$ cat config.mk
export PLATFORM = sky130hd
export DESIGN_NAME = mem_array_sequencer
export DESIGN_NICKNAME = d
export VERILOG_FILES = /design/src/rtl/mem_array_sequencer.sv
export SDC_FILE = /design/constraint.sdc
export NUM_CORES = 1
export LEC_CHECK = 0
export ABC_AREA = 1
export BUFFER_PORTS_ARGS = -buffer_cell sky130_fd_sc_hd__buf_2
export CAP_MARGIN = 20
export CORE_MARGIN = 3
export CORE_UTILIZATION = 40
export CTS_CLUSTER_SIZE = 30
export DETAILED_ROUTE_END_ITERATION = 16
export PLACE_DENSITY_LB_ADDON = 0.1
export SLEW_MARGIN = 25
export SYNTH_ARGS = -nofsm -noshare
export SYNTH_HDL_FRONTEND = slang
export SYNTH_SLANG_ARGS = --single-unit
$ cat constraint.sdc
create_clock -name clk -period 2.57 [get_ports clk]
set_input_delay 0.6425 -clock clk [delete_from_list [all_inputs] [get_ports clk]]
set_output_delay 0.6425 -clock clk [all_outputs]
set_load 0.01 [all_outputs]
$ cat src/rtl/mem_array_sequencer.sv
// Row-major LOAD/DRAIN sequencer for a ROWS x COLS word array.
// The array is exposed live on arr and is streamed in or out via valid/ready.
module mem_array_sequencer #(
  parameter int W    = 16,
  parameter int ROWS = 4,
  parameter int COLS = 5
) (
  input  logic         clk,
  input  logic         rst_n,
  input  logic         cmd_valid,
  output logic         cmd_ready,
  input  logic         cmd_op,
  input  logic         in_valid,
  output logic         in_ready,
  input  logic [W-1:0] in_data,
  output logic         out_valid,
  input  logic         out_ready,
  output logic [W-1:0] out_data,
  output logic         out_last,
  output logic         busy,
  output logic         done,
  output logic [W-1:0] arr [ROWS-1:0][COLS-1:0]
);

  localparam int RW = (ROWS > 1) ? $clog2(ROWS) : 1;
  localparam int CW = (COLS > 1) ? $clog2(COLS) : 1;
  localparam logic [RW-1:0] ROW_LAST = RW'(ROWS - 1);
  localparam logic [CW-1:0] COL_LAST = CW'(COLS - 1);

  typedef enum logic [1:0] {
    IDLE  = 2'd0,
    LOAD  = 2'd1,
    DRAIN = 2'd2
  } state_t;

  state_t        state_q;
  logic [RW-1:0] row_q;
  logic [RW-1:0] row_d;
  logic [CW-1:0] col_q;
  logic [CW-1:0] col_d;
  logic          done_q;
  logic [W-1:0]  arr_q [ROWS-1:0][COLS-1:0];
  logic          at_last_s;

  // Row-major successor of the current (row, col) index
  always_comb begin
    at_last_s = (row_q == ROW_LAST) && (col_q == COL_LAST);
    if (col_q == COL_LAST) begin
      col_d = '0;
      row_d = row_q + RW'(1);
    end else begin
      col_d = col_q + CW'(1);
      row_d = row_q;
    end
  end

  // Sequencer state, index counters, array storage and done pulse
  always_ff @(posedge clk) begin
    if (!rst_n) begin
      state_q <= IDLE;
      row_q   <= '0;
      col_q   <= '0;
      done_q  <= 1'b0;
      for (int r = 0; r < ROWS; r++) begin
        for (int c = 0; c < COLS; c++) begin
          arr_q[r][c] <= '0;
        end
      end
    end else begin
      done_q <= 1'b0;
      case (state_q)
        IDLE: begin
          if (cmd_valid) begin
            state_q <= cmd_op ? DRAIN : LOAD;
            row_q   <= '0;
            col_q   <= '0;
          end
        end
        LOAD: begin
          if (in_valid) begin
            arr_q[row_q][col_q] <= in_data;
            if (at_last_s) begin
              state_q <= IDLE;
              row_q   <= '0;
              col_q   <= '0;
              done_q  <= 1'b1;
            end else begin
              row_q <= row_d;
              col_q <= col_d;
            end
          end
        end
        DRAIN: begin
          if (out_ready) begin
            if (at_last_s) begin
              state_q <= IDLE;
              row_q   <= '0;
              col_q   <= '0;
              done_q  <= 1'b1;
            end else begin
              row_q <= row_d;
              col_q <= col_d;
            end
          end
        end
        default: begin
          state_q <= IDLE;
          row_q   <= '0;
          col_q   <= '0;
        end
      endcase
    end
  end

  assign cmd_ready = (state_q == IDLE);
  assign in_ready  = (state_q == LOAD);
  assign out_valid = (state_q == DRAIN);
  assign busy      = (state_q != IDLE);
  assign done      = done_q;
  assign out_data  = arr_q[row_q][col_q];
  assign out_last  = (state_q == DRAIN) && at_last_s;
  assign arr       = arr_q;

endmodule
* Word level (Yosys, flattened, before mapping)
Cells that the tools add are included.
Word-level totals: word-level logic and storage cells 76, input bits 22, register bits 328
Operators by class: reduce and logical (&&, ||, !) cells 8, $lt $le $gt $ge 4, equality and inequality tests 7, mux-type cells 31, $add $sub $neg 2
Operator list (number):
- bitwise mux 320 bit | 1
- binary-select mux 80 bit (select 2 bit) | 1
- demux 80 bit (select 2 bit) | 1
- two-way mux 80 bit | 2
- binary-select mux 16 bit (select 3 bit) | 1
- demux 16 bit (select 3 bit) | 1
- two-way mux 16 bit | 2
- two-way mux 2 bit | 10
- two-way mux 3 bit | 5
- one-hot mux 2 bit (3 select lines) | 2
- one-hot mux 3 bit (3 select lines) | 1
- equality test 2 bit (second input constant) | 2
- logical AND 1 bit | 4
- less-than comparator 3 x 4 -> 1 bit (second input constant) | 1
- != test 2 bit (second input constant) | 2
- adder 3 x 1 -> 3 bit (second input constant) | 1
- equality test 3 bit (second input constant) | 1
- greater-or-equal comparator 3 x 1 -> 1 bit (second input constant) | 1
- less-than comparator 2 x 3 -> 1 bit (second input constant) | 1
- two-way mux 1 bit | 3
- AND reduction 3 bit | 1
- adder 2 x 1 -> 2 bit (second input constant) | 1
- equality test 2 x 1 -> 1 bit (second input constant) | 1
- greater-or-equal comparator 2 x 1 -> 1 bit (second input constant) | 1
- other kinds (5) | 5

* Longest topological paths before layout
depth in word-level cells 7, depth in mapped cells 11, mapped depth without buffers 10

* Worst setup path after synthesis
Ideal clock, no wire load.
path kind flip-flop to flip-flop, from reg row_q[1], to reg arr_q, in the netlist arr[54], path buffers 3, slack 0.401 ns, arrival 2.054 ns, cell stages (with the launch flop) 11, path through dfxtp_1 inv_2 clkbuf_1 clkbuf_1 ha_1 nand2_1 nor2_1 inv_1 buf_2 nor2_1 nor2_1
On the way: word-level cells in the longest chain between the ends 5, elaborated cells between the ends (all ways) 6
Ends and longest elaborated chain:
- start, declared | line 37 | logic [RW-1:0] row_q;
- start signal, assigned | line 88 | row_q <= row_d;
- start signal, assigned | line 101 | row_q <= row_d;
- less-than comparator 2 x 3 -> 1 bit (not written as such) / greater-or-equal comparator 2 x 1 -> 1 bit (equally long branches) | line 81 | arr_q[row_q][col_q] <= in_data;
- logical AND 1 bit (not written as such) | line 81
- two-way mux 80 bit (not written as such) | line 81
- demux 80 bit (select 2 bit) (*) | line 81
- bitwise mux 320 bit (*) | line 81
- end signal, assigned by index | line 81
- end, declared | line 42 | logic [W-1:0] arr_q [ROWS-1:0][COLS-1:0];
Every way passes the cells marked *; elsewhere a longest branch is shown, timed or not. A chain may end at the register's enable or synchronous reset.

* Worst setup path after layout
from reg row_q[0], to out out_data[4]
On the way: word-level cells in the longest chain between the ends 4
Ends and longest elaborated chain:
- binary-select mux 80 bit (select 2 bit) | line 120 | assign out_data = arr_q[row_q][col_q];
- two-way mux 80 bit (not written as such) | line 120
- binary-select mux 16 bit (select 3 bit) | line 120
- two-way mux 16 bit (not written as such) | line 120
- end, declared | line 18 | output logic [W-1:0] out_data,
Every way passes these cells. The select of a mux whose other input is x is not followed.

==> results.txt <==
----------------------------------------------------
[Timing]
  Final hold violation count ... 0
  Final WS setup ... -0.184 ns
  Relative slew slack ... ~45%
  Highest achievable clock rate ... between 300 and 400 MHz
  Clock period minus worst slack ... ~2.8 ns
  Final Max Tran Viols ... 0
  Worst Tran Pin Value ... between 0.8 and 0.9 ns
  Largest clock skew in the final design ... between 0.02 and 0.025 ns
  Total setup violations reported at the end of the flow ... 16
  Hold slack ... 0.450 ns
  Share of the cycle needed by the critical path after routing ... 107%
  Unrepaired setup endpoints after global routing ... true
  Sum of negative setup slack ... -2.41 ns

[Yosys]
  Count of flip-flops with a built-in enable after synthesis ... 0
  Syn. warnings ... 0
  Seq cells post-synth ... 328
  Most instantiated library cell after synthesis ... sky130_fd_sc_hd__nand2_1
  Post-Syn Area ... 15400 um^2
  Gate count after technology mapping ... 2433
  Share of flip-flops with an asynchronous set or reset ... 0%
  Net count after synthesis ... around 2500
  Sequential-to-total area share from yosys stat ... 42.7%
  Number of distinct library cells after synthesis ... 22
  Area contributors post-synth ... sky130_fd_sc_hd__dfxtp_1 (43%), sky130_fd_sc_hd__nand2_1 (13%), sky130_fd_sc_hd__nor2_1 (12%)
  Top_reg_cell synth ... sky130_fd_sc_hd__dfxtp_1
  Post-synth top area cell ... sky130_fd_sc_hd__dfxtp_1
  Mean instance size in the synthesized netlist ... around 6.3 um^2
  Commonest cells in the synthesized netlist ... sky130_fd_sc_hd__nand2_1 (532), sky130_fd_sc_hd__nor2_1 (480), sky130_fd_sc_hd__dfxtp_1 (328), sky130_fd_sc_hd__o21ai_0 (313), sky130_fd_sc_hd__inv_1 (282)
  Area share of the largest cell type after synthesis ... between 40% and 50%

[Clock tree]
  Cts bufs inserted ... 40
  Buffer cell driving the clock tree root ... sky130_fd_sc_hd__clkbuf_16
  Sink count of the clock tree ... roughly 330
  CTS tree ... built
  Buffer levels on the longest clock path ... 3
  Clock network latency to the later pin of the worst-skew pair ... between 0.5 and 0.6 ns
  Clock transition at the registers of the reported paths ... 0.06 ns
  Maximum level of the CTS H-tree ... 2

[Critical path]
  Arrival time at the worst endpoint ... between 2 and 2.5 ns
  Biggest fanout along the worst timing path ... 7
  Critical path data required time ... 1.93 ns
  Critical Path Sink Type ... output pin
  Startpoint-to-endpoint class of the critical path ... reg -> out
  Crit start category ... flip-flop

[Route]
  Number of optimization iterations in the first detailed-route pass ... 6
  Total number of vias ... roughly 17000
  Detailed router's first-iteration violation count ... 1410
  Number of routed nets with antenna violations ... 0
  Ratio of routed vias to standard cells ... 5.15
  Total length of routed wires ... 65800 um
  Residual DRC count ... 0
  WL per Instance ... around 20 um

[Status]
  Outcome ... finished, violations left
  Violations in the final reports ... negative setup slack

[Floorplan]
  Core area ... 37800 um^2
  Horizontal extent of the die ... 202 um
  Full die area ... 40900 um^2
  Number of top-level pins ... 364
  Starting utilization of the core area ... about two fifths
  DIE HEIGHT ... around 200 um
  Core Rows ... 71

[Global route]
  Number of global-route vias before repair ... 15105
  Largest net degree at the start of global routing ... between 100 and 150
  GRT Residual Overflow ... 0
  First-pass GRT wire length ... 96100 um
  Overall Global Routing Usage ... a little over 30%
  Number of antenna violations at the first check in global routing ... 1

[Cells and area]
  Growth of design area from synthesis to finish ... 28.4%
  Final design instance area without fill ... around 20000 um^2
  Net count, final ... approximately 2800
  Count of antenna diodes in the layout ... 0
  Share of layout cells above drive strength 1 ... 21.6%

[Placed design]
  RePlAce Congestion ... ~0.90
  Half-perimeter wire length after placement ... about 44000 um
  Post-placement cell area ... 17700 um^2
  PortBufs ... between 300 and 400

[Flow run]
  Total of max-cap violations ... 0

[Power]
  Highest ir drop seen on vdd ... roughly 0.00044 V
  Pwr dens ... 909 nW/um^2
  Leakage power total ... about 9.5 nW

[Hold path]
  HP Class ... in -> reg

----------------------------------------------------
state kept, by name, summed over array words and instances (netlist names):
signal   count
col_q        3
state_q      2
done         1
row_q        2
arr        320
kinds of logic (layout without fill, tap and decap cells):
kind of cell,count (synthesis),after routing,synth area share [%]
buffers and inverters,471,789,11.7
and+or+nand+nor,1107,1107,28.1
adders and majority gates,9,9,0.731
AOI/OAI and AO/OA,517,517,16.8
xor gates and xnor gates,1,1,0.0569
DFF,328,328,42.7
cell usage in the layout, fill, tap and decap left out, types with 2 or more instances in the layout:
master and count:
sky130_fd_sc_hd__a21oi_1 189, sky130_fd_sc_hd__a21oi_2 3, sky130_fd_sc_hd__buf_12 17, sky130_fd_sc_hd__buf_16 9, sky130_fd_sc_hd__buf_2 353, sky130_fd_sc_hd__buf_4 31
sky130_fd_sc_hd__buf_6 12, sky130_fd_sc_hd__buf_8 2, sky130_fd_sc_hd__clkbuf_1 11, sky130_fd_sc_hd__clkbuf_16 47, sky130_fd_sc_hd__clkbuf_8 7, sky130_fd_sc_hd__clkinv_2 4
sky130_fd_sc_hd__clkinvlp_4 4, sky130_fd_sc_hd__dfxtp_1 323, sky130_fd_sc_hd__dfxtp_2 3, sky130_fd_sc_hd__dfxtp_4 2, sky130_fd_sc_hd__ha_1 9, sky130_fd_sc_hd__inv_1 273
sky130_fd_sc_hd__inv_2 16, sky130_fd_sc_hd__nand2_1 486, sky130_fd_sc_hd__nand2_2 45, sky130_fd_sc_hd__nand3_1 78, sky130_fd_sc_hd__nand3_2 7, sky130_fd_sc_hd__nor2_1 460
sky130_fd_sc_hd__nor2_2 15, sky130_fd_sc_hd__nor2_4 9, sky130_fd_sc_hd__nor3_2 2, sky130_fd_sc_hd__nor3_4 2, sky130_fd_sc_hd__o21ai_0 313, sky130_fd_sc_hd__o21ai_1 12
stage by stage:
stage / power, W / worst slack (ns) / utilization, % / std cells
after floorplan: 0.00891 / 0.401 / - / 2433
after global placement: 0.0110 / 0.191 / 46.6 / 3172
after detailed placement: 0.0110 / 0.156 / 46.6 / 3172
after CTS: 0.0175 / -0.210 / 51.5 / 3257
after global routing: 0.0188 / -0.271 / 52.3 / 3262
final: 0.0180 / -0.184 / 52.3 / 3262
worst max-delay path, cell delays in order (launching register included):
cell	delay (ns)
sky130_fd_sc_hd__dfxtp_4	0.41
sky130_fd_sc_hd__buf_12	0.17
sky130_fd_sc_hd__buf_12	0.16
sky130_fd_sc_hd__buf_12	0.14
sky130_fd_sc_hd__nor2_4	0.04
sky130_fd_sc_hd__nor2_2	0.12
sky130_fd_sc_hd__nand2_2	0.08
sky130_fd_sc_hd__nand2_1	0.07
sky130_fd_sc_hd__nand2_1	0.05
sky130_fd_sc_hd__nand2_1	0.08
sky130_fd_sc_hd__inv_1	0.04
sky130_fd_sc_hd__nand2_1	0.06
sky130_fd_sc_hd__buf_2	0.13
per-layer routing:
metal | routed length, um | vias to the layer above | global-route usage, %
li1 | - | 8118 | -
met1 | 29400 | 7795 | 44.2
met2 | 28800 | 798 | 47.0
met3 | 5740 | 93 | 4.98
met4 | 1900 | 0 | 9.26
met5 | 0 | - | 0
power breakdown:
group          leakage (nW)  total (W)  internal, W  switching, W
logic                  6.31    0.00714      0.00277       0.00437
registers              2.65    0.00539      0.00524      0.000149
clock network         0.595    0.00545      0.00321       0.00224
path summary, 6_finish.rpt:
path              startpoint     endpoint  slack [ns]  depth (start not counted)
setup / recovery    row_q[0]  out_data[4]       -0.18                         12
hold / removal      in_valid         done        0.45                          3
setup reg to reg    row_q[1]      arr[71]        0.35                          8
hold reg to reg     arr[285]     arr[285]        0.47                          2
timing repair:
action | 4_1_cts | 5_1_grt
resized for setup | 72 | 64
pin swaps | 10 | 50
buffers inserted | 11 | 1
hold buffers | 0 | 0
setup endpoints to repair | 17 | 17
cloned | 9 | 6
cell type report:
class | instances | area, um^2
Clock buffer | 59 | 1160
Clock inverter | 6 | 60.1
Fill cell | 3984 | 18100
Inverter | 293 | 1110
Multi-Input combinational cell | 1634 | 7280
Sequential cell | 328 | 6580
Tap cell | 511 | 639
Timing Repair Buffer | 431 | 2940
(Power assumes the default switching activity.)
